`config.mk`:
```
export PLATFORM = sky130hd
export DESIGN_NAME = maze_move_ctrl
export DESIGN_NICKNAME = d
export VERILOG_FILES = /design/src/rtl/maze_move_ctrl.sv
export SDC_FILE = /design/constraint.sdc
export NUM_CORES = 1
export LEC_CHECK = 0
export ABC_AREA = 1
export BUFFER_PORTS_ARGS = -buffer_cell sky130_fd_sc_hd__buf_2
export CAP_MARGIN = 20
export CELL_PAD_IN_SITES_DETAIL_PLACEMENT = 1
export CELL_PAD_IN_SITES_GLOBAL_PLACEMENT = 2
export CORE_UTILIZATION = 31
export CTS_CLUSTER_DIAMETER = 60
export DETAILED_ROUTE_END_ITERATION = 10
export MAX_ROUTING_LAYER = met4
export PLACE_DENSITY_LB_ADDON = 0.15
export SKIP_LAST_GASP = 1
export SLEW_MARGIN = 20
export SYNTH_ARGS = -nofsm -noshare
export SYNTH_HDL_FRONTEND = slang
export SYNTH_SLANG_ARGS = --single-unit
```
`constraint.sdc`:
```
create_clock -name clk -period 3.87 [get_ports clk]
set_clock_uncertainty 0.2 [all_clocks]
set_input_delay 0.5805 -clock clk [delete_from_list [all_inputs] [get_ports clk]]
set_output_delay 0.5805 -clock clk [all_outputs]
set_load 0.02 [all_outputs]
```
`src/rtl/maze_move_ctrl.sv`:
```
// ============================================================================
//  Module   : maze_move_ctrl
//  Purpose  : Player movement sequencer: latches a direction, checks the
//             target cell via a wall-store handshake, then commits or rejects.
//  Option   : MAZE_MOVE_TIMEOUT_EN enables a forced reject after ACK_TIMEOUT
//             WAIT cycles without an ack.
//  Revision : 1.0  initial release
// ============================================================================
`default_nettype none

module maze_move_ctrl #(
    parameter int GRID_W      = 32,
    parameter int GRID_H      = 24,
    parameter int START_X     = 1,
    parameter int START_Y     = 1,
    parameter int GOAL_X      = 30,
    parameter int GOAL_Y      = 22,
    parameter int ACK_TIMEOUT = 15
) (
    input  logic        clk,
    input  logic        reset,
    input  logic        move_tick,
    input  logic [3:0]  btn_req,
    output logic        wall_rd_req,
    output logic [7:0]  wall_rd_x,
    output logic [7:0]  wall_rd_y,
    input  logic        wall_rd_ack,
    input  logic        wall_rd_data,
    output logic [7:0]  player_x_pos,
    output logic [7:0]  player_y_pos,
    output logic [15:0] move_count,
    output logic        blocked,
    output logic        won
);

    typedef enum logic [0:0] {
        ST_IDLE = 1'b0,
        ST_WAIT = 1'b1
    } state_t;

    localparam logic [1:0] DIR_U = 2'd0;
    localparam logic [1:0] DIR_D = 2'd1;
    localparam logic [1:0] DIR_L = 2'd2;
    localparam logic [1:0] DIR_R = 2'd3;

    localparam logic [8:0] C_GRID_W  = 9'(GRID_W);
    localparam logic [8:0] C_GRID_H  = 9'(GRID_H);
    localparam logic [7:0] C_START_X = 8'(START_X);
    localparam logic [7:0] C_START_Y = 8'(START_Y);
    localparam logic [7:0] C_GOAL_X  = 8'(GOAL_X);
    localparam logic [7:0] C_GOAL_Y  = 8'(GOAL_Y);

    state_t      state_q;
    logic        pend_vld_q;
    logic [1:0]  pend_dir_q;
    logic        wall_rd_req_q;
    logic [7:0]  wall_rd_x_q;
    logic [7:0]  wall_rd_y_q;
    logic [7:0]  player_x_q;
    logic [7:0]  player_y_q;
    logic [15:0] move_count_q;
    logic        blocked_q;
    logic        won_q;

    logic [1:0]  btn_dir;
    logic        btn_any;
    logic [8:0]  tgt_x;
    logic [8:0]  tgt_y;
    logic        tgt_oob;
    logic        at_goal;
    logic        timeout_hit;

    assign btn_any = |btn_req;

    always_comb begin
        btn_dir = DIR_R;
        if (btn_req[3]) begin
            btn_dir = DIR_U;
        end else if (btn_req[2]) begin
            btn_dir = DIR_D;
        end else if (btn_req[1]) begin
            btn_dir = DIR_L;
        end
    end

    // 9-bit two's complement: stepping left/up from 0 sets bit 8 (negative).
    always_comb begin
        tgt_x = {1'b0, player_x_q};
        tgt_y = {1'b0, player_y_q};
        case (pend_dir_q)
            DIR_U:   tgt_y = {1'b0, player_y_q} - 9'd1;
            DIR_D:   tgt_y = {1'b0, player_y_q} + 9'd1;
            DIR_L:   tgt_x = {1'b0, player_x_q} - 9'd1;
            default: tgt_x = {1'b0, player_x_q} + 9'd1;
        endcase
    end

    assign tgt_oob = tgt_x[8] | tgt_y[8] | (tgt_x >= C_GRID_W) | (tgt_y >= C_GRID_H);
    assign at_goal = (wall_rd_x_q == C_GOAL_X) && (wall_rd_y_q == C_GOAL_Y);

`ifdef MAZE_MOVE_TIMEOUT_EN
    localparam int TO_W = (ACK_TIMEOUT > 1) ? $clog2(ACK_TIMEOUT) : 1;
    logic [TO_W-1:0] to_cnt_q;
    assign timeout_hit = (to_cnt_q == TO_W'(ACK_TIMEOUT - 1));
`else
    assign timeout_hit = 1'b0;
`endif

    always_ff @(posedge clk or posedge reset) begin
        if (reset) begin
            state_q       <= ST_IDLE;
            pend_vld_q    <= 1'b0;
            pend_dir_q    <= DIR_U;
            wall_rd_req_q <= 1'b0;
            wall_rd_x_q   <= 8'd0;
            wall_rd_y_q   <= 8'd0;
            player_x_q    <= C_START_X;
            player_y_q    <= C_START_Y;
            move_count_q  <= 16'd0;
            blocked_q     <= 1'b0;
            won_q         <= 1'b0;
`ifdef MAZE_MOVE_TIMEOUT_EN
            to_cnt_q      <= '0;
`endif
        end else begin
            blocked_q <= 1'b0;
            case (state_q)
                ST_IDLE: begin
                    if (move_tick && pend_vld_q && !won_q) begin
                        if (tgt_oob) begin
                            blocked_q  <= 1'b1;
                            pend_vld_q <= 1'b0;
                        end else begin
                            wall_rd_req_q <= 1'b1;
                            wall_rd_x_q   <= tgt_x[7:0];
                            wall_rd_y_q   <= tgt_y[7:0];
                            state_q       <= ST_WAIT;
`ifdef MAZE_MOVE_TIMEOUT_EN
                            to_cnt_q      <= '0;
`endif
                        end
                    end else if (!pend_vld_q && !won_q && btn_any) begin
                        pend_vld_q <= 1'b1;
                        pend_dir_q <= btn_dir;
                    end
                end
                ST_WAIT: begin
                    if (wall_rd_ack) begin
                        wall_rd_req_q <= 1'b0;
                        pend_vld_q    <= 1'b0;
                        state_q       <= ST_IDLE;
                        if (wall_rd_data) begin
                            blocked_q <= 1'b1;
                        end else begin
                            player_x_q <= wall_rd_x_q;
                            player_y_q <= wall_rd_y_q;
                            if (move_count_q != 16'hFFFF) begin
                                move_count_q <= move_count_q + 16'd1;
                            end
                            if (at_goal) begin
                                won_q <= 1'b1;
                            end
                        end
                    end else if (timeout_hit) begin
                        // Unanswered lookup is rejected exactly like a wall.
                        blocked_q     <= 1'b1;
                        wall_rd_req_q <= 1'b0;
                        pend_vld_q    <= 1'b0;
                        state_q       <= ST_IDLE;
                    end else begin
`ifdef MAZE_MOVE_TIMEOUT_EN
                        to_cnt_q <= to_cnt_q + 1'b1;
`endif
                    end
                end
                default: state_q <= ST_IDLE;
            endcase
        end
    end

    assign wall_rd_req  = wall_rd_req_q;
    assign wall_rd_x    = wall_rd_x_q;
    assign wall_rd_y    = wall_rd_y_q;
    assign player_x_pos = player_x_q;
    assign player_y_pos = player_y_q;
    assign move_count   = move_count_q;
    assign blocked      = blocked_q;
    assign won          = won_q;

endmodule

`default_nettype wire

```
# Yosys cells after proc, flatten, opt, wreduce, memory -nomap -nowiden
# Cells that the tools add are included.
dict set report classes {
  n_addsub 5
  order_cmp 2
  eq_ne 10
  mux 22
  bitwise 7
  reduce_logical 17
}
# operator count
set ops {}
lappend ops {{9-bit case mux with 2 select lines} 2}
lappend ops {{8-bit by 1-bit adder with 9-bit output (second input constant)} 2}
lappend ops {{8-bit by 1-bit subtractor with 9-bit output (second input constant)} 2}
lappend ops {{16-bit by 1-bit adder with 16-bit output (second input constant)} 1}
lappend ops {{8-bit by 5-bit == test with 1-bit output (second input constant)} 2}
lappend ops {{16-bit != test (second input constant)} 1}
lappend ops {{3-bit AND reduction} 5}
lappend ops {{1-bit 2-to-1 mux} 14}
lappend ops {{9-bit by 5-bit greater-or-equal comparator with 1-bit output (second input constant)} 1}
lappend ops {{9-bit by 6-bit greater-or-equal comparator with 1-bit output (second input constant)} 1}
lappend ops {{1-bit case mux with 2 select lines} 4}
lappend ops {{4-bit AND reduction} 2}
lappend ops {{2-bit != test (second input constant)} 3}
lappend ops {{3-bit != test (second input constant)} 2}
lappend ops {{1-bit logical AND} 5}
lappend ops {{2-bit 2-to-1 mux} 2}
lappend ops {{1-bit inverter} 4}
lappend ops {{4-bit OR reduction} 1}
lappend ops {{1-bit OR} 3}
lappend ops {{2-bit by 1-bit == test with 1-bit output (second input constant)} 1}
lappend ops {{2-bit == test (second input constant)} 1}
lappend ops {{1-bit zero test} 2}
lappend ops {{2-bit zero test} 1}
lappend ops {{2-bit OR reduction} 1}
dict set report word_totals {
  register_bits 55
  in_bits 9
  wordCells 74
}

# Depth between registers and ports, before layout
dict set report logic_depth {
  depth_word 9
  mapped_depth 21
}

# Least setup slack after synthesis
# OpenSTA, ideal clock, no wires.
dict set report synth_path {
  path_kind {register to register}
  from {reg pend_dir_q[1]}
  to {reg wall_rd_x_q[0], in the netlist wall_rd_x[0]}
  setup_ns 0.066
  arrival_ns 2.980
  required_ns 3.604
  path_slack_ns 0.624
  path_stages_with_launch 19
  n_path_buf 4
  period_less_slack_ns 3.246
  path_cell_list {dfrtp_1 > buf_4 > buf_2 > buf_1 > nor2_1 > inv_1 > ha_1 > a21oi_1 > nand2_1 > nand2_1 > nand3b_1 > nand3_1 > nand2_1 > nor2_1 > nand2_1 > nor2_1 > clkbuf_1 > nand4_1 > nand2_1}
}
dict set report synth_between {
  elab_chain_len 8
}
# element line
set synth_lines {}
lappend synth_lines {{start: declaration} 55} ;# logic [1:0] pend_dir_q;
lappend synth_lines {{start signal: assignment} 144} ;# pend_dir_q <= btn_dir;
lappend synth_lines {{2-bit by 1-bit == test with 1-bit output / 2-bit zero test (equally long branches)} 90} ;# case (pend_dir_q)
lappend synth_lines {{2-bit OR reduction (no line)} --}
lappend synth_lines {{9-bit case mux with 2 select lines} 90}
lappend synth_lines {{9-bit by 6-bit greater-or-equal comparator with 1-bit output / 1-bit OR (equally long branches)} 98} ;# assign tgt_oob = tgt_x[8] | tgt_y[8] | (tgt_x >= C_GRID_W) | (tgt_y >= C_GRID_H);
lappend synth_lines {{1-bit OR (2 in series)} 98}
lappend synth_lines {{1-bit inverter (no line)} --}
lappend synth_lines {{3-bit AND reduction (no line)} --}
lappend synth_lines {{end signal: assignment} 135} ;# wall_rd_x_q <= tgt_x[7:0];
lappend synth_lines {{end: declaration} 57} ;# logic [7:0] wall_rd_x_q;
# Several ways; a longest one is shown, not always the timed one.
# A chain may end at the register's enable or synchronous reset.

# Final worst setup path
dict set report layout_path {
  from {reg pend_dir_q[0]}
  to {reg pend_vld_q}
}
dict set report layout_between {
  elab_chain_len 8
}
# element line
set layout_lines {}
lappend layout_lines {{2-bit by 1-bit == test with 1-bit output / 2-bit zero test (equally long branches)} 90}
lappend layout_lines {{2-bit OR reduction (no line)} --}
lappend layout_lines {{9-bit case mux with 2 select lines} 90}
lappend layout_lines {{9-bit by 6-bit greater-or-equal comparator with 1-bit output / 1-bit OR (equally long branches)} 98}
lappend layout_lines {{1-bit OR} 98}
lappend layout_lines {{1-bit OR (*)} 98}
lappend layout_lines {{3-bit != test (no line) (*)} --}
lappend layout_lines {{3-bit AND reduction (no line) (*)} --}
lappend layout_lines {{end signal: assignment} 112} ;# pend_vld_q <= 1'b0;
lappend layout_lines {{end signal: assignment} 132} ;# pend_vld_q <= 1'b0;
lappend layout_lines {{end signal: assignment} 143} ;# pend_vld_q <= 1'b1;
lappend layout_lines {{end: declaration} 54} ;# logic pend_vld_q;
# Mark *: on every way between the ends. The rest lies on a longest branch, timed or not.

==> reports/results.ini <==
[route]
totalWireLength_um = 10200
wl_met1_um = 5080
wl_met2_um = 4780
dr.first_iter.drc_count = 199
drc = 0
vias = 3218
wl_met3_um = 308
dr.pass1.iters = 4
routedWlPerCell_um = 15.1
drtAntennaViolNets = 0
topRoutingLayerUsed = met4
vias_per_cell = 4.74

[floorplanning]
fp.dieH_um = 107
core_area_um2 = 10800
io_pins = 60
dieArea_um2 = 11500
placementRows = 38
start_util_pct = 31.8
die_w_um = 107

[placement]
io_buffers = 59
place.gp.congestion = 0.778
hpwl_um = 8000
dp.cells = 671

[layout]
seq_area_um2 = 1380
multi_input_area_um2 = 1770
fin_cells = 679
drive_gt1_share_pct = 17.3
nNetsFinal = 559
diodes = 0
fillers = 1389
area_growth_pct = 15.5

[cts]
clock-sinks = 55
holdBufCountCts = 0
cts_buffers = 5
clk_latency_ps = 310
root_buffer = clkbuf_8
clk_pin_slew_ps = 100
cts_tree = yes
htreeDepth = 2
clock_path_buffers = 2

[setup_path]
cp.required_ps = 3910
crit_type = reg2reg
worstSetupEndpointType = flip-flop
cp.arrival_ps = 3390
cp-start-kind = flip-flop
cp_max_fo = 12

[yosys]
syn_area_per_cell_um2 = 7.21
synth_ff_type = dfrtp_1
ys_warn_count = 0
synth_nets = 499
synth.distinct_cells = 34
ys_async_sr_fraction_pct = 100
synth_area_um2 = 3450
synth_cells = 478
synth_seq_cells = 55
synth_edf_count = 0
synth_seq_area_share_pct = 40.0

[timing]
fmax_ghz = 0.299
finalSetupViolations = 0
hold_viol_final = 0
relSlewSlack_pct = 42.6
worst_pin_slew_ps = 860
finalCritPeriodShare_pct = 86.4
report.final.slew_viol_count = 0
rsz0062_at_grt = no
fin_crit_ps = 3350
fin_tns_setup_ps = 0

[global_route]
grt_pass1_wl_um = 17000
track_usage_pct = 19.5
grt_pass1_vias = 3333
grt_max_degree = 42
antenna_found_initial = 0
overflow = 0

[pwr]
ir_drop_mv = 0.150
p_per_area_nw_per_um2 = 292
p_leak_uw = 0.00228

[outcome]
outcome = finished, final reports clean

[worst_hold_path]
hp-class = in2async

[job]
drv_cap = 0

per-layer routing:
metal	up-vias	global-route usage, %
met5	-	-
li1	1628	-
met1	1528	26.5
met3	6	2.00
met2	56	31.5
met4	0	4.01
sequential cells by signal, indices dropped and copies added, names as in the netlist:
signal        cells
won               1
wall_rd_y         8
blocked           1
player_y_pos      8
pend_vld_q        1
move_count       16
pend_dir_q        2
state_q           1
player_x_pos      8
wall_rd_x         8
wall_rd_req       1
cell families (layout without fill, tap and decap cells):
group / Yosys count / after routing / synth area share (%)
simple gates: 280 / 280 / 35.9
fa+ha+maj: 12 / 12 / 4.58
xor+xnor: 21 / 21 / 5.34
buf+inv: 76 / 137 / 8.97
compound gates: 34 / 34 / 5.23
flops: 55 / 55 / 40.0
path summary, 6_finish.rpt:
path | start | end | slack (ps) | depth (start not counted)
min reg2reg | wall_rd_req$_DFFE_PP0P_ | wall_rd_req$_DFFE_PP0P_ | 290 | 2
max | pend_dir_q[0]$_DFFE_PP0P_ | pend_vld_q$_DFFE_PP0P_ | 520 | 18
min | reset | player_y_pos[2]$_DFFE_PP0P_ | 240 | 2
max in group asynchronous | reset | move_count[1]$_DFFE_PP0P_ | 2570 | 3
max reg2reg | pend_dir_q[0]$_DFFE_PP0P_ | pend_vld_q$_DFFE_PP0P_ | 520 | 18
min in group clk | wall_rd_ack | state_q$_DFF_PP0_ | 280 | 2
cells in the final DEF (no fill, tap or decap), drive strengths merged, types with 11 or more instances in the layout:
cell and instances:
nor2 32, o21ai 27, buf 65, inv 63
nand2 173, xor2 14, ha 11, nand3 46
dfrtp 53, nand4 15
worst max-delay path, stage by stage, from the launching register on:
cell	delay (ps)
dfrtp_1	460
inv_2	160
nor2_1	220
inv_1	210
ha_1	390
a21oi_1	210
nand2_1	140
nand2_1	110
nand3b_1	80
nand3_1	80
nand2_1	70
nor2_1	100
nand2_1	90
nor2_4	200
buf_4	190
nand3_1	140
nand2_1	130
nand2_1	60
nand2_1	50
synth_stat cells, types with 2 or more instances:
cell type / instances / area, um2
clkbuf_1: 6 / 22.5
buf_6: 2 / 22.5
o21ai_0: 26 / 130
nor2_4: 2 / 22.5
nand3_2: 3 / 30.0
inv_2: 2 / 7.51
buf_4: 2 / 15.0
xnor2_1: 7 / 61.3
inv_1: 61 / 229
nor2_1: 29 / 109
a21oi_1: 5 / 25.0
nand2_1: 167 / 627
nand3_1: 42 / 210
or2_2: 2 / 12.5
ha_1: 11 / 138
dfstp_2: 2 / 52.6
nor3_1: 6 / 30.0
nor4_1: 3 / 18.8
nand4_1: 15 / 93.8
nand2_2: 6 / 37.5
xor2_1: 14 / 123
dfrtp_1: 53 / 1330
cell type report:
type	count	area share (%)
multi-input cells	347	44.3
inverters	64	6.03
clock buffers	7	1.92
repair buffers	65	8.55
clock inverters	1	0.126
well taps	140	4.40
flip-flops and latches	55	34.6
repair_timing:
item / CTS / global route
resized for setup: 0 / 2
endpoints found under the setup margin: 0 / 20
endpoints found under the hold margin: 0 / 0
setup buffers: 0 / 0
report_power, final:
part / leakage, uW / internal, uW / switching, uW / total (uW)
sequential: 0.000706 / 588 / 18.1 / 607
combinational: 0.00153 / 78.3 / 164 / 242
clock: 0.0000422 / 128 / 184 / 312
metrics by stage:
stage          hold slack, ps  instance area [um2]  total power, uW  setup slack [ps]  utilization (%)
2_1_floorplan             332                 3450              792               624                -
3_3_place_gp              278                 3890              857               468             35.9
3_5_place_dp              272                 3890              861               278             35.9
4_1_cts                   262                 3970             1180               242             36.7
5_1_grt                   271                 3980             1230              85.5             36.7
6_report                  236                 3980             1160               525             36.7
No activity file was read; power rests on OpenSTA's default activity.
